<file path="config.mk">
export PLATFORM = sky130hd
export DESIGN_NAME = uart_tx_fifo_flat
export DESIGN_NICKNAME = d
export VERILOG_FILES = /design/src/rtl/uart_pkg.sv /design/src/rtl/uart_tx_fifo_if.sv /design/src/rtl/byte_fifo.sv /design/src/rtl/uart_tx_fifo.sv /design/src/flat_wrapper.sv
export SDC_FILE = /design/constraint.sdc
export NUM_CORES = 1
export LEC_CHECK = 0
export BUFFER_PORTS_ARGS = -buffer_cell sky130_fd_sc_hd__buf_2
export CORE_ASPECT_RATIO = 1.5
export CORE_MARGIN = 8
export CORE_UTILIZATION = 60
export CTS_BUF_LIST = sky130_fd_sc_hd__clkbuf_4
export DETAILED_ROUTE_END_ITERATION = 16
export PLACE_DENSITY = 0.89
export SETUP_SLACK_MARGIN = 0.02
export SLEW_MARGIN = 20
export SYNTH_ARGS = -nofsm -noshare
export SYNTH_HDL_FRONTEND = slang
export SYNTH_HIERARCHICAL = 1
export SYNTH_SLANG_ARGS = --single-unit
</file>
<file path="constraint.sdc">
create_clock -name clk -period 4.5 [get_ports clk]
set_clock_uncertainty 0.15 [all_clocks]
set_input_delay 0.225 -clock clk [delete_from_list [all_inputs] [get_ports clk]]
set_output_delay 0.225 -clock clk [all_outputs]
set_load 0.05 [all_outputs]
</file>
<file path="src/rtl/uart_pkg.sv">
// rtl/uart_pkg.sv - shared types and constants for the buffered UART transmitter
package uart_pkg;

    typedef enum logic [1:0] {
        IDLE,
        START,
        DATA,
        STOP
    } txState_e;

    localparam int   DATA_BITS            = 8;
    localparam logic START_LEVEL          = 1'b0;
    localparam logic STOP_LEVEL           = 1'b1;
    localparam logic IDLE_LEVEL           = 1'b1;
    // 70 MHz system clock, 9600 bps link
    localparam int   DEFAULT_CLKS_PER_BIT = 7292;

endpackage

</file>
<file path="src/rtl/uart_tx_fifo_if.sv">
// rtl/uart_tx_fifo_if.sv - byte push side and serial side of the buffered UART transmitter
interface uart_tx_fifo_if #(
    parameter int FIFO_AW = 3
);

    logic               i_WrEn;
    logic [7:0]         i_WrByte;
    logic               o_Full;
    logic               o_Empty;
    logic [FIFO_AW:0]   o_Count;
    logic               o_Overflow;
    logic               o_TxSerial;
    logic               o_TxActive;
    logic               o_TxDone;

    modport master (
        output i_WrEn, i_WrByte,
        input  o_Full, o_Empty, o_Count, o_Overflow, o_TxSerial, o_TxActive, o_TxDone
    );

    modport slave (
        input  i_WrEn, i_WrByte,
        output o_Full, o_Empty, o_Count, o_Overflow, o_TxSerial, o_TxActive, o_TxDone
    );

endinterface

</file>
<file path="src/rtl/byte_fifo.sv">
// rtl/byte_fifo.sv - synchronous byte FIFO; a write while full is accepted only alongside a pop
module byte_fifo #(
    parameter int DEPTH = 8,
    parameter int AW    = $clog2(DEPTH)
) (
    input  logic        clk,
    input  logic        rst,
    input  logic        wrEn,
    input  logic [7:0]  wrData,
    input  logic        pop,
    output logic [7:0]  rdData,
    output logic        dropped,
    output logic [AW:0] count,
    output logic        full,
    output logic        empty
);

    localparam logic [AW:0] FULL_COUNT = (AW+1)'(DEPTH);

    logic [7:0]    mem [DEPTH];
    logic [AW-1:0] wrPtr;
    logic [AW-1:0] rdPtr;
    logic          doPop;
    logic          doPush;

    assign full    = (count == FULL_COUNT);
    assign empty   = (count == '0);
    assign doPop   = pop && !empty;
    assign doPush  = wrEn && (!full || doPop);
    assign dropped = wrEn && !doPush;
    assign rdData  = mem[rdPtr];

    always_ff @(posedge clk) begin
        if (doPush) begin
            mem[wrPtr] <= wrData;
        end
    end

    always_ff @(posedge clk) begin
        if (rst) begin
            wrPtr <= '0;
            rdPtr <= '0;
            count <= '0;
        end else begin
            if (doPush) begin
                wrPtr <= wrPtr + AW'(1);
            end
            if (doPop) begin
                rdPtr <= rdPtr + AW'(1);
            end
            case ({doPush, doPop})
                2'b10:   count <= count + (AW+1)'(1);
                2'b01:   count <= count - (AW+1)'(1);
                default: count <= count;
            endcase
        end
    end

endmodule

</file>
<file path="src/rtl/uart_tx_fifo.sv">
// rtl/uart_tx_fifo.sv - 8N1 LSB-first transmitter fed from a byte FIFO
// The line level is registered from the next state so a pop drives the start bit on the same edge.
module uart_tx_fifo
    import uart_pkg::*;
#(
    parameter int CLKS_PER_BIT = DEFAULT_CLKS_PER_BIT,
    parameter int FIFO_DEPTH   = 8,
    parameter int FIFO_AW      = $clog2(FIFO_DEPTH)
) (
    input  logic           clk,
    input  logic           rst,
    uart_tx_fifo_if.slave  bus
);

    localparam int BAUD_W = $clog2(CLKS_PER_BIT);

    txState_e          state, stateNext;
    logic [BAUD_W-1:0] baudCnt, baudNext;
    logic [2:0]        bitIdx, bitNext;
    logic [7:0]        shiftReg, shiftNext;
    logic              serialReg, serialNext;
    logic              activeReg;
    logic              doneReg, doneNext;
    logic              overflowReg;

    logic              pop;
    logic [7:0]        headByte;
    logic              fifoEmpty;
    logic              dropped;
    logic              baudLast;
    logic              bitLast;

    byte_fifo #(
        .DEPTH (FIFO_DEPTH),
        .AW    (FIFO_AW)
    ) fifo (
        .clk     (clk),
        .rst     (rst),
        .wrEn    (bus.i_WrEn),
        .wrData  (bus.i_WrByte),
        .pop     (pop),
        .rdData  (headByte),
        .dropped (dropped),
        .count   (bus.o_Count),
        .full    (bus.o_Full),
        .empty   (fifoEmpty)
    );

    assign bus.o_Empty    = fifoEmpty;
    assign bus.o_TxSerial = serialReg;
    assign bus.o_TxActive = activeReg;
    assign bus.o_TxDone   = doneReg;
    assign bus.o_Overflow = overflowReg;

    assign baudLast = (baudCnt == BAUD_W'(CLKS_PER_BIT - 1));
    assign bitLast  = (bitIdx == 3'(DATA_BITS - 1));

    always_ff @(posedge clk) begin
        if (rst) begin
            state       <= IDLE;
            baudCnt     <= '0;
            bitIdx      <= '0;
            shiftReg    <= '0;
            serialReg   <= IDLE_LEVEL;
            activeReg   <= 1'b0;
            doneReg     <= 1'b0;
            overflowReg <= 1'b0;
        end else begin
            state       <= stateNext;
            baudCnt     <= baudNext;
            bitIdx      <= bitNext;
            shiftReg    <= shiftNext;
            serialReg   <= serialNext;
            activeReg   <= (stateNext != IDLE);
            doneReg     <= doneNext;
            overflowReg <= dropped;
        end
    end

    always_comb begin
        stateNext  = state;
        baudNext   = baudCnt;
        bitNext    = bitIdx;
        shiftNext  = shiftReg;
        serialNext = serialReg;
        doneNext   = 1'b0;
        pop        = 1'b0;

        case (state)
            IDLE: begin
                baudNext   = '0;
                bitNext    = '0;
                serialNext = IDLE_LEVEL;
                if (!fifoEmpty) begin
                    pop        = 1'b1;
                    shiftNext  = headByte;
                    stateNext  = START;
                    serialNext = START_LEVEL;
                end
            end
            START: begin
                if (baudLast) begin
                    baudNext   = '0;
                    bitNext    = '0;
                    stateNext  = DATA;
                    serialNext = shiftReg[0];
                end else begin
                    baudNext = baudCnt + BAUD_W'(1);
                end
            end
            DATA: begin
                if (baudLast) begin
                    baudNext = '0;
                    if (bitLast) begin
                        bitNext    = '0;
                        stateNext  = STOP;
                        serialNext = STOP_LEVEL;
                    end else begin
                        bitNext    = bitIdx + 3'd1;
                        shiftNext  = {1'b0, shiftReg[7:1]};
                        serialNext = shiftReg[1];
                    end
                end else begin
                    baudNext = baudCnt + BAUD_W'(1);
                end
            end
            STOP: begin
                if (baudLast) begin
                    baudNext = '0;
                    doneNext = 1'b1;
                    // Chain straight into the next start bit so queued bytes leave no idle gap
                    if (!fifoEmpty) begin
                        pop        = 1'b1;
                        shiftNext  = headByte;
                        stateNext  = START;
                        serialNext = START_LEVEL;
                    end else begin
                        stateNext  = IDLE;
                        serialNext = IDLE_LEVEL;
                    end
                end else begin
                    baudNext = baudCnt + BAUD_W'(1);
                end
            end
            default: begin
                stateNext  = IDLE;
                serialNext = IDLE_LEVEL;
            end
        endcase
    end

endmodule

</file>
<file path="src/flat_wrapper.sv">
// flat-port wrapper written by rule: the top's interface ports become plain ports
module uart_tx_fifo_flat import uart_pkg::*;
#(
    parameter int CLKS_PER_BIT = DEFAULT_CLKS_PER_BIT,
    parameter int FIFO_DEPTH   = 8,
    parameter int FIFO_AW      = $clog2(FIFO_DEPTH)
)
  (clk, rst, bus_i_WrEn, bus_i_WrByte, bus_o_Full, bus_o_Empty, bus_o_Count, bus_o_Overflow, bus_o_TxSerial, bus_o_TxActive, bus_o_TxDone);
  uart_tx_fifo_if #(.FIFO_AW(FIFO_AW)) bus_i ();
  input  logic clk;
  input  logic rst;
  input wire logic [$bits(bus_i.i_WrEn)-1:0] bus_i_WrEn;
  input wire logic [$bits(bus_i.i_WrByte)-1:0] bus_i_WrByte;
  output wire logic [$bits(bus_i.o_Full)-1:0] bus_o_Full;
  output wire logic [$bits(bus_i.o_Empty)-1:0] bus_o_Empty;
  output wire logic [$bits(bus_i.o_Count)-1:0] bus_o_Count;
  output wire logic [$bits(bus_i.o_Overflow)-1:0] bus_o_Overflow;
  output wire logic [$bits(bus_i.o_TxSerial)-1:0] bus_o_TxSerial;
  output wire logic [$bits(bus_i.o_TxActive)-1:0] bus_o_TxActive;
  output wire logic [$bits(bus_i.o_TxDone)-1:0] bus_o_TxDone;
  assign bus_i.i_WrEn = bus_i_WrEn;
  assign bus_i.i_WrByte = bus_i_WrByte;
  assign bus_o_Full = bus_i.o_Full;
  assign bus_o_Empty = bus_i.o_Empty;
  assign bus_o_Count = bus_i.o_Count;
  assign bus_o_Overflow = bus_i.o_Overflow;
  assign bus_o_TxSerial = bus_i.o_TxSerial;
  assign bus_o_TxActive = bus_i.o_TxActive;
  assign bus_o_TxDone = bus_i.o_TxDone;
  uart_tx_fifo #(.CLKS_PER_BIT(CLKS_PER_BIT), .FIFO_DEPTH(FIFO_DEPTH), .FIFO_AW(FIFO_AW)) u_core (.clk(clk), .rst(rst), .bus(bus_i));
endmodule
</file>
# Word level (Yosys, flattened, before mapping)
# Memories as Yosys holds them, arrays and structs flattened. A register that Yosys moved wholly into a read port is not among the register bits.
# Cells that the tools add are included.
dict set report classes {
  add_sub_neg 6
  mul 0
  div_mod_pow 0
  n_lt_le_gt_ge 0
  eq_ne 12
  n_shift 0
  n_mux 33
  bitwise 1
  n_reduce_logical 18
}
# op n
set op_table {}
lappend op_table {{$mux 8} 4}
lappend op_table {{$pmux 13 s2} 1}
lappend op_table {{$pmux 8 s3} 1}
lappend op_table {{$mux 3} 5}
lappend op_table {{$add 13x1->13 const B} 1}
lappend op_table {{$eq 13x13->1 const B} 1}
lappend op_table {{$mux 13} 1}
lappend op_table {{$mux 1} 11}
lappend op_table {{$mux 2} 5}
lappend op_table {{$add 3x1->3 const B} 3}
lappend op_table {{$pmux 3 s3} 1}
lappend op_table {{$pmux 2 s4} 1}
lappend op_table {{$pmux 4 s2} 1}
lappend op_table {{$eq 2x2->1 const B} 3}
lappend op_table {{$ne 2x1->1 const B} 3}
lappend op_table {{$reduce_and 3->1} 2}
lappend op_table {{$reduce_bool 3->1} 2}
lappend op_table {{$add 4x1->4 const B} 1}
lappend op_table {{$eq 2x1->1 const B} 2}
lappend op_table {{$eq 4x4->1 const B} 1}
lappend op_table {{$logic_not 4->1} 1}
lappend op_table {{$pmux 1 s4} 1}
lappend op_table {{$reduce_and 4->1} 1}
lappend op_table {{$reduce_bool 2->1} 2}
lappend op_table {{other kinds (11)} 15}
dict set report word_totals {
  regBits 40
  latch_bits 0
  mem_bits_rw 64
  romBits 0
  input_bits 11
  wordCells 82
  memories 1
}
# memory depth width rd rd_clocked_by_memory_dff wr line_no
set mem_list {}
lappend mem_list {u_core.fifo.mem 8 8 1 1 1 byte_fifo.sv:20} ;# logic [7:0] mem [DEPTH];

# Depth between registers and ports, before layout
# Gate-level depths: netlist of the first run.
dict set report logic_depth {
  ltp_word 9
  mapped_depth 13
  depth_no_buf 13
}

# By module
# Netlist of the first run, hierarchy kept.
# mod instances cells_each area_each_um2 seq_area_each_um2
set by_module_without_submodules {}
lappend by_module_without_submodules {byte_fifo 1 167 3086.7 2182.1}
lappend by_module_without_submodules {uart_tx_fifo 1 173 1606.5 600.6}

# Worst setup path after synthesis of the first run
# No wires, ideal clock.
dict set report synth_path {
  path_kind {register -> register}
  start {register u_core.fifo.count[1]}
  end {register u_core.fifo.count[3]}
  setup_ns 0.123
  arrival_ns 4.129
  required_ns 4.227
  slack_ns 0.097
  stages_incl_launch_ff 10
  synth_period_minus_slack_ns 4.403
  cell_sequence {dfxtp_1 -> buf_6 -> nor4_1 -> clkbuf_1 -> nor3_1 -> o41a_1 -> ha_1 -> or3_1 -> o32ai_1 -> mux2_1}
}
dict set report synth_between {
  elab_chain_len 9
  elab_cells_between_ends 16
  classes_between {2 x add/sub; 3 x eq/ne; 4 x mux; 7 x reduce/logical}
}
# element line_no
set synth_lines {}
lappend synth_lines {{start: declaration} byte_fifo.sv:13} ;# output logic [AW:0] count,
lappend synth_lines {{start signal: assignment} byte_fifo.sv:52} ;# 2'b10: count <= count + (AW+1)'(1);
lappend synth_lines {{start signal: assignment} byte_fifo.sv:53} ;# 2'b01: count <= count - (AW+1)'(1);
lappend synth_lines {{start signal: assignment} byte_fifo.sv:54} ;# default: count <= count;
lappend synth_lines {{$logic_not 4->1 *} byte_fifo.sv:27} ;# assign empty = (count == '0);
lappend synth_lines {{via bus_o_Empty} flat_wrapper.sv:15} ;# output wire logic [$bits(bus_i.o_Empty)-1:0] bus_o_Empty;
lappend synth_lines {{$mux 1 *} {uart_tx_fifo.sv:94, uart_tx_fifo.sv:132}}
lappend synth_lines {{$mux 1} uart_tx_fifo.sv:128} ;# if (baudLast) begin
lappend synth_lines {{$pmux 1 s2 *} uart_tx_fifo.sv:89} ;# case (state)
lappend synth_lines {{via u_core.pop} uart_tx_fifo.sv:26} ;# logic pop;
lappend synth_lines {{$logic_and 1x1->1 *} byte_fifo.sv:28} ;# assign doPop = pop && !empty;
lappend synth_lines {{via u_core.fifo.doPop} byte_fifo.sv:23} ;# logic doPop;
lappend synth_lines {{$logic_or 1x1->1} byte_fifo.sv:29} ;# assign doPush = wrEn && (!full || doPop);
lappend synth_lines {{$logic_and 1x1->1} byte_fifo.sv:29}
lappend synth_lines {{$eq 2x1->1 / $eq 2x2->1 (equally long branches)} byte_fifo.sv:51} ;# case ({doPush, doPop})
lappend synth_lines {{$pmux 4 s2 / $reduce_bool 2->1 (equally long branches)} -}
# Mark *: on every way through the listed nets, which the timed path passes. The rest lies on a longest branch.
# A chain may end at the register's enable or synchronous reset.

# Final worst setup path of the first run
dict set report layout_path {
  start {register u_core.baudCnt[2]}
  end {register u_core.fifo.count[2]}
}
dict set report layout_between {
  elab_chain_len 8
  elab_cells_between_ends 10
  classes_between {3 x eq/ne; 3 x mux; 4 x reduce/logical}
}
# element line_no
set layout_lines {}
lappend layout_lines {{start: declaration} uart_tx_fifo.sv:18} ;# logic [BAUD_W-1:0] baudCnt, baudNext;
lappend layout_lines {{start signal: assignment} uart_tx_fifo.sv:70} ;# baudCnt <= baudNext;
lappend layout_lines {{$eq 13x13->1 *} uart_tx_fifo.sv:55} ;# assign baudLast = (baudCnt == BAUD_W'(CLKS_PER_BIT - 1));
lappend layout_lines {{$mux 1 *} uart_tx_fifo.sv:128}
lappend layout_lines {{$pmux 1 s2 *} uart_tx_fifo.sv:89}
lappend layout_lines {{via u_core.pop} uart_tx_fifo.sv:26}
lappend layout_lines {{$logic_and 1x1->1 *} byte_fifo.sv:28}
lappend layout_lines {{via u_core.fifo.doPop} byte_fifo.sv:23}
lappend layout_lines {{$logic_or 1x1->1} byte_fifo.sv:29}
lappend layout_lines {{$logic_and 1x1->1} byte_fifo.sv:29}
lappend layout_lines {{$eq 2x1->1 / $eq 2x2->1 (equally long branches)} byte_fifo.sv:51}
lappend layout_lines {{$pmux 4 s2 / $reduce_bool 2->1 (equally long branches)} -}
# Marked as above.

==> impl_results.md, run 1 <==
- Slowest cell on the critical path: or4b_1
- Cells after synthesis: 340
- Core area: about 0.0076 mm2
- CTS tree: yes
- Mapped Nets: between 300 and 400
- Die X-Extent: a little under 90 um
- Setup crit end kind: flip-flop
- Status: completed
- Post-DP HPWL: between 5000 and 6000 um
- Tcrit/Tclk final: 0.879
- Root Driver: clkbuf_4
- Ys async rst share: 0
- Core Util, Final: 0.677
- Congestion Overflow GR: 0
- Final hold violations: 0
- Setup TNS: 0 ns
- Worst-skew pair later-pin latency: 0.44 ns
- Simple-Gate Fraction of Synth Area: 0.109
- Htree depth: 3
- Power Dens Cells: 538 mW/mm2
- Initial DRT Pass Iterations: 4
- EDFF count, synth: 64
- Clk pin slew, worst setup/hold paths: around 0.15 ns
- Crit path max-delay family: simple AND/OR/NAND/NOR gates
- Least-Margin Pin Slew: approximately 0.87 ns
- Starting Density: 0.617
- Max Root-Sink Buffers: 2
- Vias in the first global route: roughly 2.9k
- Post-Synthesis Mean Instance Area: between 10 and 15 um2
- Max Cap Viol: 0
- NumNets Final: 395
- I/O Buffers: 20
- Fmax: ~250 MHz
- Setup violators final: 0
- Max_slew headroom: 0.420
- Arrival @ worst endpoint: 4.18 ns
- Diodes inserted: 0
- Ys flop type: edfxtp_1
- Setup CP Type: reg -> reg
- Global-route track usage on met1: 0.179
- Final Max Slew Viols: 0
- Leakage: between 0.0015 and 0.002 uW
- Cell repeated most along the worst path: a21oi_1
- Layout cell share with drive strength beyond 1: 0.223
- Critical path startpoint category: flip-flop
- Crit-path max FO: 6
- RSZ-0062 raised after global routing: no
- DR vias: 2,855
- Post-synthesis mux area share: 0.122
- Yosys cell types: 52
- Synth Cell Area: 0.00469 mm2
- Synth warn: 6
- GR Layer Usage met3: 0.0410
- Drt via density: roughly 6
- CTS resizes: 0
- Final worst path period need: ~4.0 ns
- GP Congestion: between 0.8 and 0.9
- Routed len/inst: between 15 and 20 um
- Die area: between 0.01 and 0.015 mm2
- CTS Buf Count: 9
- Adder-Cell Fraction of Synth Area: 0.0320
- CP max stage delay: approximately 0.71 ns
- Clock sinks: roughly 110
- P&R area growth vs syn: 9.84%
- GR peak layer: met2
- I/O pin count: 21
- Initial antenna violation count: 0
- Peak supply drop: 0.435 mV
- GR Layer Usage met2: 0.321
- Min-delay worst type: in -> reg
- All-Layer GR Usage: 0.175
- Die height: 124 um
- Largest family of logic cells by synthesized area: multiplexers
- Yosys reg bits: between 100 and 150
- Compound-cell area share of the yosys netlist: 0.0845
- Largest net degree at the start of global routing: 32
- WP data required: 4.72 ns
- Post-CTS Setup Bufs: 0
- Total routed wirelength: 9100 um
- Finished Cell Area: 0.00515 mm2
- Starting DRT DRC Count: 176
- Drt drc: 0
- # rows: 39
- Antenna Nets Post-Route: 0
- Fraction of the yosys area taken by sequential cells: 0.593
- XOR/XNOR share of the synthesized area: 0.0299
- First-pass GRT wire length: around 15,000 um
- R2R Setup Slk: 0.54 ns
- Placed Area: between 0.004 and 0.005 mm2
- Bufs and invs on worst path: 1
- Crit path cell chain: or4b_1, nor4_4, a21oi_1, nor3_1, buf_4, o41a_1, ha_1, xor2_1, ha_1, a21oi_1, xor2_1, or3_1, a21oi_1
[per-stage QoR]
stage / std cells / hold WS, ns / worst slack, ns / power, uW
floorplan: 340 / 0.174 / 0.0973 / 1980
global placement: 455 / 0.297 / 0.805 / 2140
detailed placement: 455 / 0.302 / 0.687 / 2180
CTS: 479 / 0.0202 / 0.600 / 2780
global route: 479 / 0.0400 / 0.402 / 2910
finish: 479 / 0.0603 / 0.545 / 2770
[cells in the final DEF (no fill, tap or decap), types with 4 or more instances in the layout]
| cell | Yosys | routed |
|---|---|---|
| a21oi_1 | 19 | 19 |
| a311oi_1 | 4 | 4 |
| buf_2 | 3 | 20 |
| buf_4 | 0 | 10 |
| clkbuf_4 | 0 | 10 |
| dfxtp_1 | 43 | 43 |
| dlygate4sd3_1 | 0 | 8 |
| edfxtp_1 | 64 | 64 |
| ha_1 | 12 | 12 |
| inv_1 | 9 | 9 |
| mux2_2 | 8 | 8 |
| mux2i_1 | 11 | 11 |
| mux4_2 | 16 | 16 |
| nand2_1 | 12 | 12 |
| nand3_1 | 7 | 7 |
| nor2_1 | 29 | 29 |
| nor2b_1 | 7 | 7 |
| nor3_1 | 8 | 8 |
| o21ai_0 | 5 | 5 |
| or3_1 | 5 | 5 |
| xnor2_1 | 4 | 4 |
| xor2_1 | 12 | 12 |
[layer usage]
layer	share of wire	routed length (um)
met3	0.034	309
met5	0	0
met2	0.58	5260
met4	0.018	161
met1	0.37	3380
[Yosys cell counts, types with 2 or more instances]
cell type | count | area (um2)
nand3_1 | 7 | 35.0
a22o_1 | 3 | 26.3
nand4b_1 | 2 | 17.5
xnor2_1 | 4 | 35.0
o32ai_1 | 2 | 17.5
buf_1 | 3 | 11.3
ha_1 | 12 | 150
mux4_2 | 16 | 360
mux2_2 | 8 | 90.1
nand2_1 | 12 | 45.0
o31ai_1 | 3 | 22.5
mux2i_1 | 11 | 110
or2_2 | 3 | 18.8
o211ai_1 | 3 | 22.5
nor2_1 | 29 | 109
xor2_1 | 12 | 105
dfxtp_1 | 43 | 861
o311ai_0 | 2 | 17.5
a311oi_1 | 4 | 35.0
nand4_1 | 2 | 12.5
a311oi_2 | 3 | 45.0
o21ai_0 | 5 | 25.0
nor3_1 | 8 | 40.0
nor3b_1 | 2 | 15.0
clkbuf_1 | 6 | 22.5
nor4_4 | 2 | 42.5
nor4_1 | 2 | 12.5
buf_2 | 3 | 15.0
or3_1 | 5 | 31.3
buf_6 | 4 | 45.0
nor2b_1 | 7 | 43.8
edfxtp_1 | 64 | 1920
inv_1 | 9 | 33.8
nand2b_1 | 3 | 18.8
a21oi_1 | 19 | 95.1
[what timing repair did]
| item | 4_1_cts | 5_1_grt |
|---|---|---|
| setup endpoints to repair | 0 | 0 |
| hold buffers | 8 | 0 |
| endpoints found under the hold margin | 64 | 0 |
[worst paths after layout]
path	end	from	depth (start not counted)
worst max-delay path	u_core/fifo/count[2]$_SDFFE_PP0P_	u_core/baudCnt[2]$_SDFF_PP0_	13
worst min-delay path	u_core/bus.o_Overflow$_SDFF_PP0_	bus_i_WrEn	3
worst max register to register	u_core/fifo/count[2]$_SDFFE_PP0P_	u_core/baudCnt[2]$_SDFF_PP0_	13
worst min register to register	u_core/baudCnt[0]$_SDFF_PP0_	u_core/baudCnt[0]$_SDFF_PP0_	1
[area by class of cell]
class	count	area (um2)
Tap cell	102	128
Multi-Input combinational cell	207	1770
Clock buffer	10	75.1
Fill cell	537	2460
Timing Repair Buffer	38	255
Sequential cell	107	2780
Clock inverter	6	111
Inverter	9	33.8
[cell families (layout without fill, tap and decap cells)]
logic type / after synthesis / in the layout
xor gates and xnor gates: 16 / 16
and+or+nand+nor: 91 / 91
buffers and inverters: 26 / 63
adders and majority gates: 12 / 12
DFF: 107 / 107
AOI/OAI and AO/OA: 52 / 52
muxes: 36 / 36
[power by group]
part	switching, uW	internal [uW]	leakage (uW)
Combinational	541	402	0.000736
Clock	301	290	0.0000990
Sequential	98.0	1140	0.000931
[state kept, by name, summed over array words and instances, names as in the netlist, named ones only]
signal and cells:
u_core/baudCnt 13, u_core/bitIdx 3, u_core/bus.o_Overflow 1, u_core/bus.o_TxActive 1
u_core/bus.o_TxDone 1, u_core/bus.o_TxSerial 1, u_core/fifo/count 4, u_core/fifo/mem 64
u_core/fifo/rdPtr 3, u_core/fifo/wrPtr 3, u_core/shiftReg 8, u_core/state 2
[worst register-to-register path, delay by kind of cell (launching register included)]
| family | cells | cell delay, ns |
|---|---|---|
| AND/OR/NAND/NOR | 4 | 1.68 |
| AO/OA/AOI/OAI | 4 | 0.76 |
| adder cells (fa/ha/maj) | 2 | 0.50 |
| flip-flops | 1 | 0.39 |
| XOR/XNOR | 2 | 0.22 |
| buffers and inverters | 1 | 0.17 |
Note: power is estimated with default switching activity, not from simulation.
==> run 2, diff against run 1 <==
--- a/config.mk
+++ b/config.mk
@@ -5,6 +5,7 @@
 export SDC_FILE = /design/constraint.sdc
 export NUM_CORES = 1
 export LEC_CHECK = 0
+export ABC_AREA = 1
 export BUFFER_PORTS_ARGS = -buffer_cell sky130_fd_sc_hd__buf_2
 export CORE_ASPECT_RATIO = 1.5
 export CORE_MARGIN = 8
==> constraint.sdc (replaced) <==
create_clock -name clk -period 4.5 [get_ports clk]
set_clock_uncertainty 0.15 [all_clocks]
set_input_delay 0.225 -clock clk [delete_from_list [all_inputs] [get_ports clk]]
set_output_delay 0.225 -clock clk [all_outputs]
set_load 0.01 [all_outputs]
==> run 2 against run 1 <==
Against the previous run:
- cell count up 33%
- die area up 1.5%
- largest power group unchanged
- highest routed layer unchanged
- synthesized cell count up 47%
- critical endpoint is now u_core/fifo/mem[0][1]$_DFFE_PP_
==> impl_results.md, run 2 <==
- Ys flop type: edfxtp_1
- Tcrit/Tclk final: 0.639
- Drt via density: ~5.6
- Crit-path max FO: 8
- All-Layer GR Usage: 0.183
- Critical Path Source: u_core/baudCnt[0]$_SDFF_PP0_
- Final hold violations: 0
- Cells after synthesis: 499
- Bufs and invs on worst path: 1
- Htree depth: 3
- Least-Margin Pin Slew: approximately 0.9 ns
- CP max stage delay: 0.50 ns
- Synth Cell Area: 0.00478 mm2
- Final worst path period need: approximately 2.9 ns
- Starting DRT DRC Count: 170
- Yosys reg bits: about 110
- Top post-synthesis cells by area: edfxtp_1 (40%), dfxtp_1 (18%), nand2_1 (8.3%)
- Hold path depth: 1
- Internal power: roughly 1700 uW
- End point of the critical path: u_core/fifo/mem[0][1]$_DFFE_PP_
- Critical path startpoint category: flip-flop
- Post-DP HPWL: 6760 um
- Status: completed
- Drt drc: 0
- Reg2reg path depth: 10
- CTS Buf Count: 9
- Most frequent cell after synthesis: nand2_1
- RR Startpoint: u_core/baudCnt[0]$_SDFF_PP0_
- P&R area growth vs syn: 8.44%
- Clk pin slew, worst setup/hold paths: roughly 0.16 ns
- WP data required: between 4 and 5 ns
- DR vias: about 3.6k
- Pre-CTS WS: 1.70 ns
- Yosys cell types: 40
- GP Congestion: 0.845
- NumNets Final: 550
- Layout cell share with drive strength beyond 1: 0.111
- Congestion Overflow GR: 0
- Max_slew headroom: 0.400
- Logic pwr share: 0.376
- Routed len/inst: approximately 15 um
- Peak supply drop: about 0.31 mV
- I/O Buffers: 20
- First-pass GRT wire length: roughly 16,000 um
- # rows: 40
- Sw Share: 0.394
- CTS tree: yes
- Synth warn: 6
- Die X-Extent: between 80 and 90 um
- R2R Path End: u_core/fifo/mem[0][1]$_DFFE_PP_
- Area leader, netlist: edfxtp_1
- Die area: 0.0111 mm2
- Most frequent cells in the layout: nand2_1 (105), nor2_1 (65), edfxtp_1 (64), inv_1 (43), dfxtp_1 (43)
- Starting Density: 0.608
- Setup violators final: 0
- Post-synth top cells: nand2_1 (105), nor2_1 (65), edfxtp_1 (64)
- R2R Setup Slk: about 1.6 ns
- Tot Pwr: roughly 2800 uW
- Max Root-Sink Buffers: 2
- Post-Synthesis Mean Instance Area: approximately 9.6 um2
- Vias in the first global route: between 3k and 4k
- Part of the power in the clock network: 0.177
- EDFF count, synth: 64
- Setup TNS: 0 ns
- Sw power: 1120 uW
- Core Util, Final: 0.659
- Diodes inserted: 0
- Most flop-heavy register: u_core/fifo/mem
- Arrival @ worst endpoint: between 2 and 3 ns
- Max Cap Viol: 0
- Setup CP Type: reg -> reg
- Sequential share of power: 0.447
- Fin worst setup slack: between 1.5 and 2 ns
- Clock sinks: 107
- Largest net degree at the start of global routing: 34
- Root Driver: clkbuf_4
- Mapped Nets: about 520
- Most common cell after layout, fill and taps aside: nand2_1
- I/O pin count: 21
- Initial DRT Pass Iterations: 4
- Placed Area: 0.00492 mm2
- Final Max Slew Viols: 0
- Levels on crit path: 10
- Fmax: 348 MHz
- Antenna Nets Post-Route: 0
- Core area: between 0.007 and 0.008 mm2
- Max FFs per register: 64
- Setup crit end kind: flip-flop
- Power Dens Cells: about 550 mW/mm2
- Die height: between 100 and 150 um
- Ys async rst share: 0
- RSZ-0062 raised after global routing: no
- Post-synth top area share: 0.402
- Crit path max-delay family: simple AND/OR/NAND/NOR gates
- Initial antenna violation count: 0
- Finished Cell Area: just over 0.005 mm2
- Crit path cell chain: ha_1, nand2_1, nor2_4, nand4_1, a21boi_0, inv_1, nand4_2, nand2_4, or2_4, nor2_1
- Largest registers: u_core/fifo/mem (64), u_core/baudCnt (13), u_core/shiftReg (8)
- Leakage: between 0.002 and 0.0025 uW
- Total routed wirelength: about 9600 um
- Fraction of the yosys area taken by sequential cells: 0.583
- Min-delay worst type: reg -> reg
- Worst-skew pair later-pin latency: ~0.47 ns
- Slowest cell on the critical path: nor2_1
==> run 2: cell count changes in the layout (fill, tap and decap cells not counted), sizes merged, moves of 12 or more <==
cell	change
nand2	+97
nor2	+43
inv	+39
o21ai	+39
mux4	-16
nand4	+12
==> run 2: cell families (layout without fill, tap and decap cells) <==
logic type,count (synthesis),count (layout),synth area share
flops,107,107,0.583
buf+inv,61,94,0.0561
compound gates,85,85,0.0959
xor+xnor,6,6,0.0110
mux,8,8,0.0168
simple gates,220,220,0.206
fa+ha+maj,12,12,0.0314
==> run 2: metrics by stage <==
step                      instances  hold slack, ns
final                           637           0.314
after global routing            637           0.349
after CTS                       637           0.316
after detailed placement        610           0.295
after global placement          610           0.281
after floorplan                 499           0.137
==> run 2: worst register-to-register path, stage by stage (launching register included) <==
cell	delay, ns
dfxtp_1	0.38
ha_1	0.19
nand2_1	0.11
nor2_4	0.14
nand4_1	0.17
a21boi_0	0.29
inv_1	0.09
nand4_2	0.14
nand2_4	0.09
or2_4	0.28
nor2_1	0.50
==> run 2: per-layer routing <==
layer / share of wire / global-route usage
met2: 0.56 / 0.334
met5: 0 / 0
met3: 0.051 / 0.0439
met1: 0.37 / 0.183
met4: 0.025 / 0.0851
==> run 2: repair_timing <==
action	in CTS	in global routing
buffers inserted	0	0
resized for setup	0	0
endpoints found under the hold margin	71	0
hold buffers	11	0
==> run 2: area by class of cell <==
| type | count | area (um2) |
|---|---|---|
| Tap cell | 105 | 131 |
| Clock inverter | 7 | 81.3 |
| Inverter | 46 | 173 |
| Sequential cell | 107 | 2780 |
| Timing Repair Buffer | 32 | 218 |
| Fill cell | 601 | 2680 |
| Multi-Input combinational cell | 331 | 1730 |
| Clock buffer | 9 | 67.6 |
==> run 2: worst min-delay path by stage <==
stage                                 start                           endpoint
2_1_floorplan                           rst  u_core/fifo/wrPtr[0]$_SDFFE_PP0P_
3_3_place_gp   u_core/baudCnt[0]$_SDFF_PP0_       u_core/baudCnt[0]$_SDFF_PP0_
3_5_place_dp   u_core/baudCnt[0]$_SDFF_PP0_       u_core/baudCnt[0]$_SDFF_PP0_
4_1_cts        u_core/baudCnt[0]$_SDFF_PP0_       u_core/baudCnt[0]$_SDFF_PP0_
5_1_grt        u_core/baudCnt[0]$_SDFF_PP0_       u_core/baudCnt[0]$_SDFF_PP0_
6_report       u_core/baudCnt[0]$_SDFF_PP0_       u_core/baudCnt[0]$_SDFF_PP0_
==> run 2: power groups by stage <==
stage          registers [uW]  clock network (uW)  logic [uW]
5_1_grt                  1280                 548        1200
6_report                 1270                 502        1070
2_1_floorplan            1260                   0         847
4_1_cts                  1270                 514        1060
3_3_place_gp             1280                   0        1010
3_5_place_dp             1290                   0        1040
==> run 3, diff against run 2 <==
==> constraint.sdc (replaced) <==
create_clock -name clk -period 2.9 [get_ports clk]
set_clock_uncertainty 0.15 [all_clocks]
set_input_delay 0.145 -clock clk [delete_from_list [all_inputs] [get_ports clk]]
set_output_delay 0.145 -clock clk [all_outputs]
set_load 0.01 [all_outputs]
==> run 3 against run 2 <==
Against the previous run:
- power rose by 55%
- clock-buffer cell count up 1
- core utilization grew 1.0 points
- critical path type unchanged
- cell count increased by 1.7%
- highest routed layer unchanged
- worst setup slack got worse by 1.4 ns
==> impl_results.md, run 3 (same netlist as run 2, synthesis figures left out) <==
- Status: completed
- Slowest cell on the critical path: dfxtp_2
- Power Dens Cells: 838 mW/mm2
- Crit path max-delay family: simple AND/OR/NAND/NOR gates
- CP max stage delay: approximately 0.37 ns
- Largest net degree at the start of global routing: 33
- Hold_ws: just under 0.3 ns
- First-pass GRT wire length: around 16,000 um
- RSZ-0062 raised after global routing: no
- Min-delay src: u_core/baudCnt[0]$_SDFF_PP0_
- Die area: approximately 0.011 mm2
- Crit path cell chain: ha_1, nand2_1, nor2_4, nand4_1, a21boi_2, nand2_1, inv_2, ha_2, nand2_1, inv_1, nor2_2, ha_1, a21oi_1, xnor2_1, o21ai_0, inv_1
- Diodes inserted: 0
- Arrival @ worst endpoint: roughly 2.9 ns
- Max Root-Sink Buffers: 2
- Setup violators final: 0
- Final hold violations: 0
- Post-DP HPWL: approximately 6500 um
- Total routed wirelength: between 9000 and 10,000 um
- RR Startpoint: u_core/baudCnt[0]$_SDFF_PP0_
- Die X-Extent: 88.8 um
- Starting Density: 0.608
- Drt via density: 5.59
- R2R Path End: u_core/fifo/count[2]$_SDFFE_PP0P_
- Largest registers: u_core/fifo/mem (64), u_core/baudCnt (13), u_core/shiftReg (8)
- Final worst path period need: about 2.7 ns
- DR vias: between 3k and 4k
- Max Cap Viol: 0
- Vias in the first global route: 3,586
- All-Layer GR Usage: 0.186
- NumNets Final: around 560
- Least-Margin Pin Slew: 0.600 ns
- Clock sinks: about 110
- Hold endpoint: u_core/baudCnt[0]$_SDFF_PP0_
- Fin worst setup slack: roughly 0.22 ns
- Most flop-heavy register: u_core/fifo/mem
- R2R Setup Slk: between 0.2 and 0.25 ns
- I/O pin count: 21
- P&R area growth vs syn: 10.1%
- Setup TNS: 0 ns
- Min-delay worst type: reg -> reg
- Max FFs per register: 64
- Drt drc: 0
- Setup crit end kind: flip-flop
- Initial antenna violation count: 0
- Pre-CTS WS: between 0.09 and 0.1 ns
- Crit-path max FO: 7
- Congestion Overflow GR: 0
- Post-CTS Setup Bufs: 0
- Root Driver: clkbuf_4
- Fmax: around 370 MHz
- Layout cell share with drive strength beyond 1: 0.136
- Most common cell after layout, fill and taps aside: nand2_1
- GP Congestion: approximately 0.86
- Routed len/inst: ~15 um
- Final Max Slew Viols: 0
- CTS Buf Count: 9
- Core area: ~0.0079 mm2
- Critical path startpoint category: flip-flop
- Tcrit/Tclk final: 0.924
- Peak supply drop: ~0.57 mV
- Hold path depth: 1
- Antenna Nets Post-Route: 0
- Worst-skew pair later-pin latency: approximately 0.44 ns
- CTS tree: yes
- WP data required: slightly above 3 ns
- Most frequent cells in the layout: nand2_1 (105), nor2_1 (65), edfxtp_1 (64), inv_1 (42), dfxtp_1 (42)
- Leakage: between 0.002 and 0.0025 uW
- Starting DRT DRC Count: 378
- Clk pin slew, worst setup/hold paths: about 0.15 ns
- I/O Buffers: 20
- Initial DRT Pass Iterations: 5
- # rows: 40
- Reg2reg path depth: 16
- Cell repeated most along the worst path: nand2_1
- Htree depth: 3
- Die height: roughly 130 um
- Max_slew headroom: 0.600
- Setup CP Type: reg -> reg
- Bufs and invs on worst path: 3
[run 3: cell count changes in the layout (fill, tap and decap cells not counted), sizes merged]
| cell | previous run | this run |
|---|---|---|
| buf | 21 | 33 |
| clkbuf | 9 | 10 |
| clkinv | 2 | 0 |
| clkinvlp | 0 | 4 |
| inv | 50 | 46 |
[run 3: cell type report]
type	count	area, um2
clock buffer	10	75.1
clock inverter	5	55.1
fill	590	2600
inverter	46	173
multi-input combinational	331	1730
sequential	107	2780
tap	105	131
timing repair buffer	44	308
[run 3: per-layer routing]
layer,share of wire,routed length (um),vias up,track usage
met5,0,0,-,0
met4,0.032,317,0,0.117
met3,0.048,479,35,0.0367
met2,0.54,5350,132,0.326
met1,0.38,3770,1691,0.192
li1,-,-,1765,-
[run 3: how the worst max path moves through the flow]
stage	start	end	cells past startpoint
after floorplan	u_core/fifo/count[0]$_SDFFE_PP0P_	u_core/fifo/count[2]$_SDFFE_PP0P_	16
after global placement	u_core/baudCnt[0]$_SDFF_PP0_	u_core/fifo/count[2]$_SDFFE_PP0P_	16
after detailed placement	u_core/baudCnt[0]$_SDFF_PP0_	u_core/fifo/count[2]$_SDFFE_PP0P_	16
after CTS	u_core/baudCnt[0]$_SDFF_PP0_	u_core/fifo/count[2]$_SDFFE_PP0P_	16
after global routing	u_core/baudCnt[1]$_SDFF_PP0_	u_core/fifo/count[2]$_SDFFE_PP0P_	16
final	u_core/baudCnt[0]$_SDFF_PP0_	u_core/fifo/count[2]$_SDFFE_PP0P_	16
[run 3: what timing repair did]
action | 4_1_cts | 5_1_grt
setup endpoints to repair | 0 | 3
resized for setup | 0 | 5
endpoints found under the hold margin | 80 | 0
hold buffers | 11 | 0
[run 3: per-stage QoR]
step	power, uW	cells	instance area (um2)	utilization
4_1_cts	4370	648	5250	0.668
3_3_place_gp	3560	622	5010	0.638
5_1_grt	4680	648	5260	0.669
3_5_place_dp	3640	622	5010	0.638
2_1_floorplan	3270	499	4780	-
6_report	4410	648	5260	0.669
[run 3: report_power, final]
| group | internal (uW) | leakage [uW] | switching [uW] | total, uW |
|---|---|---|---|---|
| combinational | 634 | 0.00107 | 1110 | 1750 |
| clock | 264 | 0.0000606 | 444 | 708 |
| sequential | 1800 | 0.000933 | 149 | 1950 |
| total | 2700 | 0.00206 | 1710 | 4410 |
